==> src/rtl/comp_edge_pkg.sv <==
// rtl/comp_edge_pkg.sv - shared types and helpers for the edge arbiter
// Purpose: FSM state type, width helpers, priority-encode and multi-bit tests.
// Ports: none (package).
package comp_edge_pkg;

  typedef enum logic [1:0] {
    IDLE  = 2'd0,
    ARMED = 2'd1,
    DONE  = 2'd2
  } state_t;

  // Index width never collapses to zero, even for a single channel.
  function automatic int calc_iw(input int n_ch);
    return (n_ch > 1) ? $clog2(n_ch) : 1;
  endfunction

  function automatic int calc_tw(input int window);
    return $clog2(window);
  endfunction

  // Lowest set bit wins (channel 0 has highest priority).
  function automatic int lowest_set_idx(input logic [31:0] v);
    int idx;
    idx = 0;
    for (int i = 31; i >= 0; i--) begin
      if (v[i]) idx = i;
    end
    return idx;
  endfunction

  // Clearing the lowest set bit leaves something only if two or more were set.
  function automatic logic multi_set(input logic [31:0] v);
    return (v & (v - 32'd1)) != 32'd0;
  endfunction

endpackage

==> src/rtl/comp_edge_chan.sv <==
// rtl/comp_edge_chan.sv - per-channel rise detect, arrival flag and timestamp
// Purpose: one edge line; flags its first 0->1 transition inside the window.
// Ports: clk, rst_b (async, active low), i_clear (window re-arm),
//        i_sample (window open and not restarting), i_timer, i_edge,
//        o_new (first arrival this cycle), o_arrived, o_time.
// Optional: COMP_EDGE_TIMESTAMP_EN keeps the per-channel timestamp register.
module comp_edge_chan
  import comp_edge_pkg::*;
#(
  parameter int TW = 4
) (
  input  logic          clk,
  input  logic          rst_b,
  input  logic          i_clear,
  input  logic          i_sample,
  input  logic [TW-1:0] i_timer,
  input  logic          i_edge,
  output logic          o_new,
  output logic          o_arrived,
  output logic [TW-1:0] o_time
);

  logic r_edge_q;
  logic r_arrived;
  logic w_rise;

  // History runs in every state, so a line already high at arming never counts.
  assign w_rise    = i_edge & ~r_edge_q;
  assign o_new     = i_sample & w_rise & ~r_arrived;
  assign o_arrived = r_arrived;

  always_ff @(posedge clk or negedge rst_b) begin
    if (!rst_b) begin
      r_edge_q  <= 1'b0;
      r_arrived <= 1'b0;
    end else begin
      r_edge_q <= i_edge;
      if (i_clear)    r_arrived <= 1'b0;
      else if (o_new) r_arrived <= 1'b1;
    end
  end

`ifdef COMP_EDGE_TIMESTAMP_EN
  logic [TW-1:0] r_time;

  always_ff @(posedge clk or negedge rst_b) begin
    if (!rst_b)       r_time <= '0;
    else if (i_clear) r_time <= '0;
    else if (o_new)   r_time <= i_timer;
  end

  assign o_time = r_time;
`else
  logic w_unused_timer;
  assign w_unused_timer = ^i_timer;
  assign o_time         = '0;
`endif

endmodule

==> src/rtl/comp_edge_arbiter.sv <==
// rtl/comp_edge_arbiter.sv - windowed first-edge arbiter with tie detection
// Purpose: arms a WINDOW-cycle window on start, reports earliest channel,
//          its arrival time, tie and the arrival vector.
// Ports: clk, rst_b (async, active low), start, edge_in[N_CH];
//        busy, done, any_arrived, winner_idx[IW], winner_time[TW], tie,
//        arrived[N_CH], arr_time[N_CH*TW] (channel i at [i*TW +: TW]).
// Optional: COMP_EDGE_TIMESTAMP_EN populates arr_time; otherwise it is 0.
// N_CH is limited to 32 by the package priority helpers.
module comp_edge_arbiter
  import comp_edge_pkg::*;
#(
  parameter  int N_CH   = 4,
  parameter  int WINDOW = 16,
  localparam int IW     = calc_iw(N_CH),
  localparam int TW     = calc_tw(WINDOW)
) (
  input  logic              clk,
  input  logic              rst_b,
  input  logic              start,
  input  logic [N_CH-1:0]   edge_in,
  output logic              busy,
  output logic              done,
  output logic              any_arrived,
  output logic [IW-1:0]     winner_idx,
  output logic [TW-1:0]     winner_time,
  output logic              tie,
  output logic [N_CH-1:0]   arrived,
  output logic [N_CH*TW-1:0] arr_time
);

  state_t          r_state;
  logic [TW-1:0]   r_timer;
  logic            r_any;
  logic            r_tie;
  logic [IW-1:0]   r_widx;
  logic [TW-1:0]   r_wtime;

  logic [N_CH-1:0] w_new;
  logic [N_CH-1:0] w_arrived;
  logic [31:0]     w_new_ext;
  logic            w_sample;
  logic            w_all;
  logic            w_last;

  // A start while armed discards that cycle's arrivals.
  assign w_sample  = (r_state == ARMED) & ~start;
  assign w_new_ext = 32'(w_new);
  assign w_all     = (w_arrived | w_new) == {N_CH{1'b1}};
  assign w_last    = r_timer == TW'(WINDOW - 1);

  for (genvar g = 0; g < N_CH; g++) begin : g_chan
    logic [TW-1:0] w_time;

    comp_edge_chan #(.TW(TW)) u_chan (
      .clk       (clk),
      .rst_b     (rst_b),
      .i_clear   (start),
      .i_sample  (w_sample),
      .i_timer   (r_timer),
      .i_edge    (edge_in[g]),
      .o_new     (w_new[g]),
      .o_arrived (w_arrived[g]),
      .o_time    (w_time)
    );

    assign arr_time[g*TW +: TW] = w_time;
  end

  always_ff @(posedge clk or negedge rst_b) begin
    if (!rst_b) begin
      r_state <= IDLE;
      r_timer <= '0;
      r_any   <= 1'b0;
      r_tie   <= 1'b0;
      r_widx  <= '0;
      r_wtime <= '0;
    end else if (start) begin
      // Honoured in every state: arm from IDLE/DONE, restart when ARMED.
      r_state <= ARMED;
      r_timer <= '0;
      r_any   <= 1'b0;
      r_tie   <= 1'b0;
      r_widx  <= '0;
      r_wtime <= '0;
    end else begin
      case (r_state)
        ARMED: begin
          // Only the first cycle with arrivals decides winner and tie.
          if ((w_new != '0) && !r_any) begin
            r_any   <= 1'b1;
            r_widx  <= IW'(lowest_set_idx(w_new_ext));
            r_wtime <= r_timer;
            r_tie   <= multi_set(w_new_ext);
          end
          if (w_all || w_last) r_state <= DONE;
          else                 r_timer <= r_timer + TW'(1);
        end
        DONE:    r_state <= IDLE;
        default: r_state <= IDLE;
      endcase
    end
  end

  assign busy        = (r_state == ARMED);
  assign done        = (r_state == DONE);
  assign any_arrived = r_any;
  assign winner_idx  = r_widx;
  assign winner_time = r_wtime;
  assign tie         = r_tie;
  assign arrived     = w_arrived;

endmodule

==> config.mk <==
export PLATFORM = sky130hd
export DESIGN_NAME = comp_edge_arbiter
export DESIGN_NICKNAME = d
export VERILOG_FILES = /design/src/rtl/comp_edge_pkg.sv /design/src/rtl/comp_edge_chan.sv /design/src/rtl/comp_edge_arbiter.sv
export SDC_FILE = /design/constraint.sdc
export NUM_CORES = 1
export LEC_CHECK = 0
export ABC_CLOCK_PERIOD_IN_PS = 2150
export CAP_MARGIN = 20
export CORE_MARGIN = 3
export CORE_UTILIZATION = 46
export DETAILED_ROUTE_END_ITERATION = 8
export PLACE_DENSITY = 0.85
export RECOVER_POWER = 50
export SYNTH_ARGS = -nofsm -noshare
export SYNTH_HDL_FRONTEND = slang
export SYNTH_SLANG_ARGS = --single-unit
==> constraint.sdc <==
create_clock -name clk -period 2.15 [get_ports clk]
set_input_delay 0.645 -clock clk [delete_from_list [all_inputs] [get_ports clk]]
set_output_delay 0.645 -clock clk [all_outputs]
set_load 0.02 [all_outputs]
### Yosys cells after proc, flatten, opt, wreduce, memory -nomap -nowiden

Index checks and enable logic that the tools add are counted.

| operators by class | value |
|---|---|
| $add $sub $neg | 2 |
| equality and inequality tests | 6 |
| multiplexer cells | 30 |
| bitwise operators | 24 |
| reduce and logical (&&, ||, !) cells | 13 |

Operator list:

| kind | number |
|---|---|
| $and 4x32->32 | 1 |
| $reduce_bool 32->1 | 1 |
| $mux 4 | 6 |
| $mux 2 | 10 |
| $mux 1 | 14 |
| $and 1x1->1 | 13 |
| $reduce_bool 2->1 | 6 |
| $not 1->1 | 9 |
| $eq 4x4->1 const B | 2 |
| $sub 4x1->5 const B | 1 |
| $add 4x1->4 const B | 1 |
| $or 4x4->4 | 1 |
| $reduce_and 2->1 | 2 |
| $reduce_bool 4->1 | 1 |
| $ne 3x2->1 const B | 1 |
| $eq 2x1->1 const B | 1 |
| $eq 2x2->1 const B | 1 |
| $ne 2x2->1 const B | 1 |
| $logic_and 1x1->1 | 1 |
| $logic_not 1->1 | 1 |
| $logic_or 1x1->1 | 1 |

| word-level totals | value |
|---|---|
| register bits | 22 |
| input port bits | 7 |
| output and inout bits | 30 |
| word-level logic and storage cells | 89 |

### Logic depth before layout (Yosys ltp)

| logic depth | value |
|---|---|
| depth in word-level cells | 11 |
| mapped depth | 6 |
| mapped depth without buffers | 5 |

### Modules after synthesis

Synthesis repeated with hierarchy kept, for this count alone.

| second synthesis, totals | value |
|---|---|
| cell total of the unflattened synthesis | 104 |
| area total of the unflattened synthesis | 1,164.9 um^2 |

Modules (own cells, without submodules):

| module | instances | cells each | area an instance (um^2) | seq. area each (um^2) |
|---|---|---|---|---|
| comp_edge_arbiter | 1 | 60 | 684.4 | 350.3 |
| comp_edge_chan | 4 | 11 | 120.1 | 50.0 |

### Least setup slack after synthesis

Ideal clock, no wire load.

| timing path | value |
|---|---|
| path type | in2reg |
| from | input start |
| to | register r_wtime[0] (netlist: winner_time[0]) |
| library setup time | 0.128 ns |
| arrival time | 2.114 ns |
| required time | 2.022 ns |
| path slack | -0.091 ns |
| cell stages on the path | 5 |
| path buffers | 0 |
| cell sequence | or3b_4 nor4b_4 nor2_1 a21oi_4 mux2_1 |

| between the ends | value |
|---|---|
| word-level cells in the longest chain between the ends | 8 |
| elaborated cells between the ends (all ways) | 16 |

RTL lines:

| what | line | text |
|---|---|---|
| start, declared | comp_edge_arbiter.sv:19 | `input logic start,` |
| $not 1->1 | comp_edge_arbiter.sv:46 | `assign w_sample = (r_state == ARMED) & ~start;` |
| $and 1x1->1 | comp_edge_arbiter.sv:46 |  |
| $and 1x1->1 (2 in series) | comp_edge_chan.sv:29 | `assign o_new = i_sample & w_rise & ~r_arrived;` |
| $reduce_bool 4->1 | comp_edge_arbiter.sv:89 | `if ((w_new != '0) && !r_any) begin` |
| $logic_and 1x1->1 | comp_edge_arbiter.sv:89 |  |
| $reduce_bool 2->1 (no source line) | -- |  |
| $reduce_and 2->1 (no source line) | -- |  |
| end signal, assigned | comp_edge_arbiter.sv:92 | `r_wtime <= r_timer;` |
| end, declared | comp_edge_arbiter.sv:36 | `logic [TW-1:0] r_wtime;` |

Parallel ways exist; a longest one is shown, timed or not.
A chain may end at the register's enable or synchronous reset.

### Worst setup path in the final report

| timing path | value |
|---|---|
| from | input start |
| to | register r_wtime[2] (netlist: winner_time[2]) |

Same word-level chain as after synthesis.

==> impl_metrics.py <==
metrics = {
    "status": {
        "status": "finished clean",
    },
    "worst_setup_path": {
        "critical_path_class": "in2reg",
        "max_stage_delay_ps": 460,
        "startpoint_type": "input pin",
        "critPathMaxFanout": 4,
        "crit_arrival_ps": 2290,
        "cp.required_ps": 2360,
        "slowest_stage": "or3b_4",
        "crit_chain": "buf_2 > or3b_4 > nor4b_4 > nor2_2 > a21oi_4 > mux2_4",
        "worst_setup_path_end_kind": "register",
    },
    "logic_synthesis": {
        "synth_top_flop_cell": "dfrtp_1",
        "synth_top_area_frac": 0.444,
        "synth-edff-count": 0,
        "synthArstFlopShare": 1.00,
        "synth.avg_cell_area_um2": 10.4,
        "synth_seq_cells": 22,
        "synth_seq_area_share": 0.444,
        "yosys_warnings": 0,
        "syn-instance-count": 119,
        "synth_area_leaders": "dfrtp_1 44%, buf_4 12%, mux2_1 3.6%",
        "netlist_area_um2": 1240,
        "yosysTopAreaCell": "dfrtp_1",
        "synth_cell_type_count": 38,
    },
    "pwr": {
        "seq_power_share": 0.499,
        "p_switching_mw": 0.280,
        "p_comb_frac": 0.247,
        "p_per_area_nw_per_um2": 600,
        "p_leak_nw": 0.722,
        "peakVddDrop_mv": 0.303,
        "fin_total_pwr_mw": 0.927,
        "p_sw_frac": 0.302,
        "p_clk_frac": 0.254,
        "internal_power_mw": 0.648,
    },
    "clock_network": {
        "hold_buffers": 0,
        "cts-root-buf": "clkbuf_4",
        "cts.sinks": 22,
        "clock_latency_ps": 310,
        "cts_buffers": 3,
        "clock_tree.buffer_depth": 2,
        "post-cts-setup-buffers": 0,
        "htreeDepth": 1,
        "clkTransAtPathRegs_ps": 130,
        "tritoncts": "built",
    },
    "floorplanning": {
        "die_h_um": 57.9,
        "start_util": 0.492,
        "die_w_um": 57.9,
        "rows": 18,
        "ios": 37,
        "core_area_um2": 2520,
        "die_area_um2": 3350,
    },
    "timing": {
        "layout_min_cycle_time_ps": 2090,
        "worst_pin_slew_ps": 1190,
        "maxSlewHeadroom": 0.209,
        "hold_violations": 0,
        "max_freq_mhz": 479,
        "finalClockSkew_ps": 6.21,
        "slew_viol_final": 0,
        "rsz0062_at_grt": "no",
        "whs_ps": 606,
        "post-route-period-util": 0.971,
        "setup_violations": 0,
        "layout_setup_ws_ps": 62.9,
    },
    "grt": {
        "grt_max_degree": 23,
        "antenna_found_initial": 0,
        "track_usage": 0.153,
        "use_met2": 0.263,
        "grt_pass1_vias": 917,
        "top_usage_layer": "met2",
        "overflow": 0,
        "gr-usage-met1": 0.194,
        "use_met3": 0.0290,
        "grt_first_pass_wirelength_um": 4010,
    },
    "worst_hold_path": {
        "hold_path.class": "reg2reg",
    },
    "placement": {
        "placed_cell_area_um2": 1500,
        "gp_congestion": 0.820,
        "port_buffers": 20,
        "post-place-ws_ps": -571,
        "dpl.hpwl_um": 1810,
    },
    "final_layout": {
        "final_common_cell": "dfrtp_1",
        "layout-drive-gt1-share": 0.235,
        "layout_common_cells": "22 x dfrtp_1, 16 x conb_1, 15 x clkdlybuf4s50_1, 14 x buf_4, 8 x nor2_1",
        "diodes": 0,
        "nets": 158,
        "synthToLayoutAreaGrowth_pct": 24.7,
        "final_cell_area_um2": 1550,
    },
    "drt": {
        "viasPerCell": 5.18,
        "ant_nets": 0,
        "drc": 0,
        "wirelength_um": 2470,
        "vias": 928,
        "wl_per_cell_um": 13.8,
        "dr.pass1.iters": 5,
        "drtIter0Drc": 25,
    },
    "run": {
        "drv_cap": 0,
    },
}
## registers in the layout (all words and copies together), names as in the netlist
name	cells
winner_idx	2
r_timer	4
any_arrived	1
winner_time	4
g_chan.u_chan.r_edge_q	4
tie	1
g_chan.u_chan.o_arrived	4
r_state	2
## path summary, 6_finish.rpt
check | start | end | slack [ps] | depth (start not counted)
max in group asynchronous | rst_b | winner_time[3]$_DFFE_PN0P_ | 370 | 2
hold / removal | r_timer[0]$_DFFE_PN0P_ | winner_time[0]$_DFFE_PN0P_ | 610 | 1
min in group asynchronous | rst_b | g_chan[0].u_chan.r_edge_q$_DFF_PN0_ | 1080 | 2
setup reg to reg | r_state[1]$_DFFE_PN0P_ | winner_time[2]$_DFFE_PN0P_ | 100 | 5
hold reg to reg | r_timer[0]$_DFFE_PN0P_ | winner_time[0]$_DFFE_PN0P_ | 610 | 1
setup / recovery | start | winner_time[2]$_DFFE_PN0P_ | 60 | 6
## cell type report
cell class / instances / area (µm²)
clock buffers: 4 / 36.3
inverters: 7 / 26.3
fillers: 228 / 976
flip-flops and latches: 22 / 551
repair buffers: 35 / 302
well taps: 30 / 37.5
multi-input cells: 81 / 594
## repair_timing
item,4_1_cts,5_1_grt
gates resized for setup,10,1
pin swaps,4,0
setup endpoints to repair,14,7
hold endpoints to repair,0,0
## cell usage after synthesis, types with 2 or more instances
cell type / count
nor4b_2: 2
nand3_1: 3
buf_1: 2
clkbuf_1: 2
nor3_1: 2
inv_1: 7
nor4b_1: 2
nor2_1: 9
nand2b_1: 2
nor2b_1: 6
mux2_1: 4
nor3b_1: 2
buf_4: 20
o21a_1: 3
a31oi_1: 4
o22ai_1: 3
a21oi_1: 4
dfrtp_1: 22
## layer usage
| layer | wire length (µm) | up-vias |
|---|---|---|
| met5 | 0 | - |
| met4 | 25 | 0 |
| met3 | 131 | 4 |
| met2 | 1220 | 29 |
| met1 | 1100 | 459 |
| li1 | - | 436 |
## critical path: cells and delay by family
family,cells,cell delay [ps]
AND/OR/NAND/NOR,3,980
multiplexers,1,320
AO/OA/AOI/OAI,1,230
buffers and inverters,1,120
## cell families after synthesis
| kind of cell | after synthesis | synth area share |
|---|---|---|
| simple gates | 38 | 0.220 |
| xor+xnor | 1 | 0.00706 |
| buf+inv | 31 | 0.154 |
| fa+ha+maj | 1 | 0.0101 |
| compound gates | 19 | 0.108 |
| other cells | 1 | 0.00302 |
| mux | 6 | 0.0535 |
| flops | 22 | 0.444 |
## power groups by stage
stage | Combinational, mW | Sequential [mW] | Clock (mW)
global placement | 0.219 | 0.470 | 0
global route | 0.247 | 0.467 | 0.256
floorplan | 0.142 | 0.485 | 0
finish | 0.229 | 0.462 | 0.236
CTS | 0.232 | 0.463 | 0.240
detailed placement | 0.225 | 0.470 | 0
## stage by stage
| step | setup TNS, ps | cells | util |
|---|---|---|---|
| final | 0 | 179 | 0.613 |
| after global routing | 0 | 179 | 0.613 |
| after CTS | 0 | 179 | 0.613 |
| after detailed placement | -6170 | 175 | 0.595 |
| after global placement | -4980 | 175 | 0.595 |
| after floorplan | -308 | 134 | - |
Power figures use the tool's default switching activity.
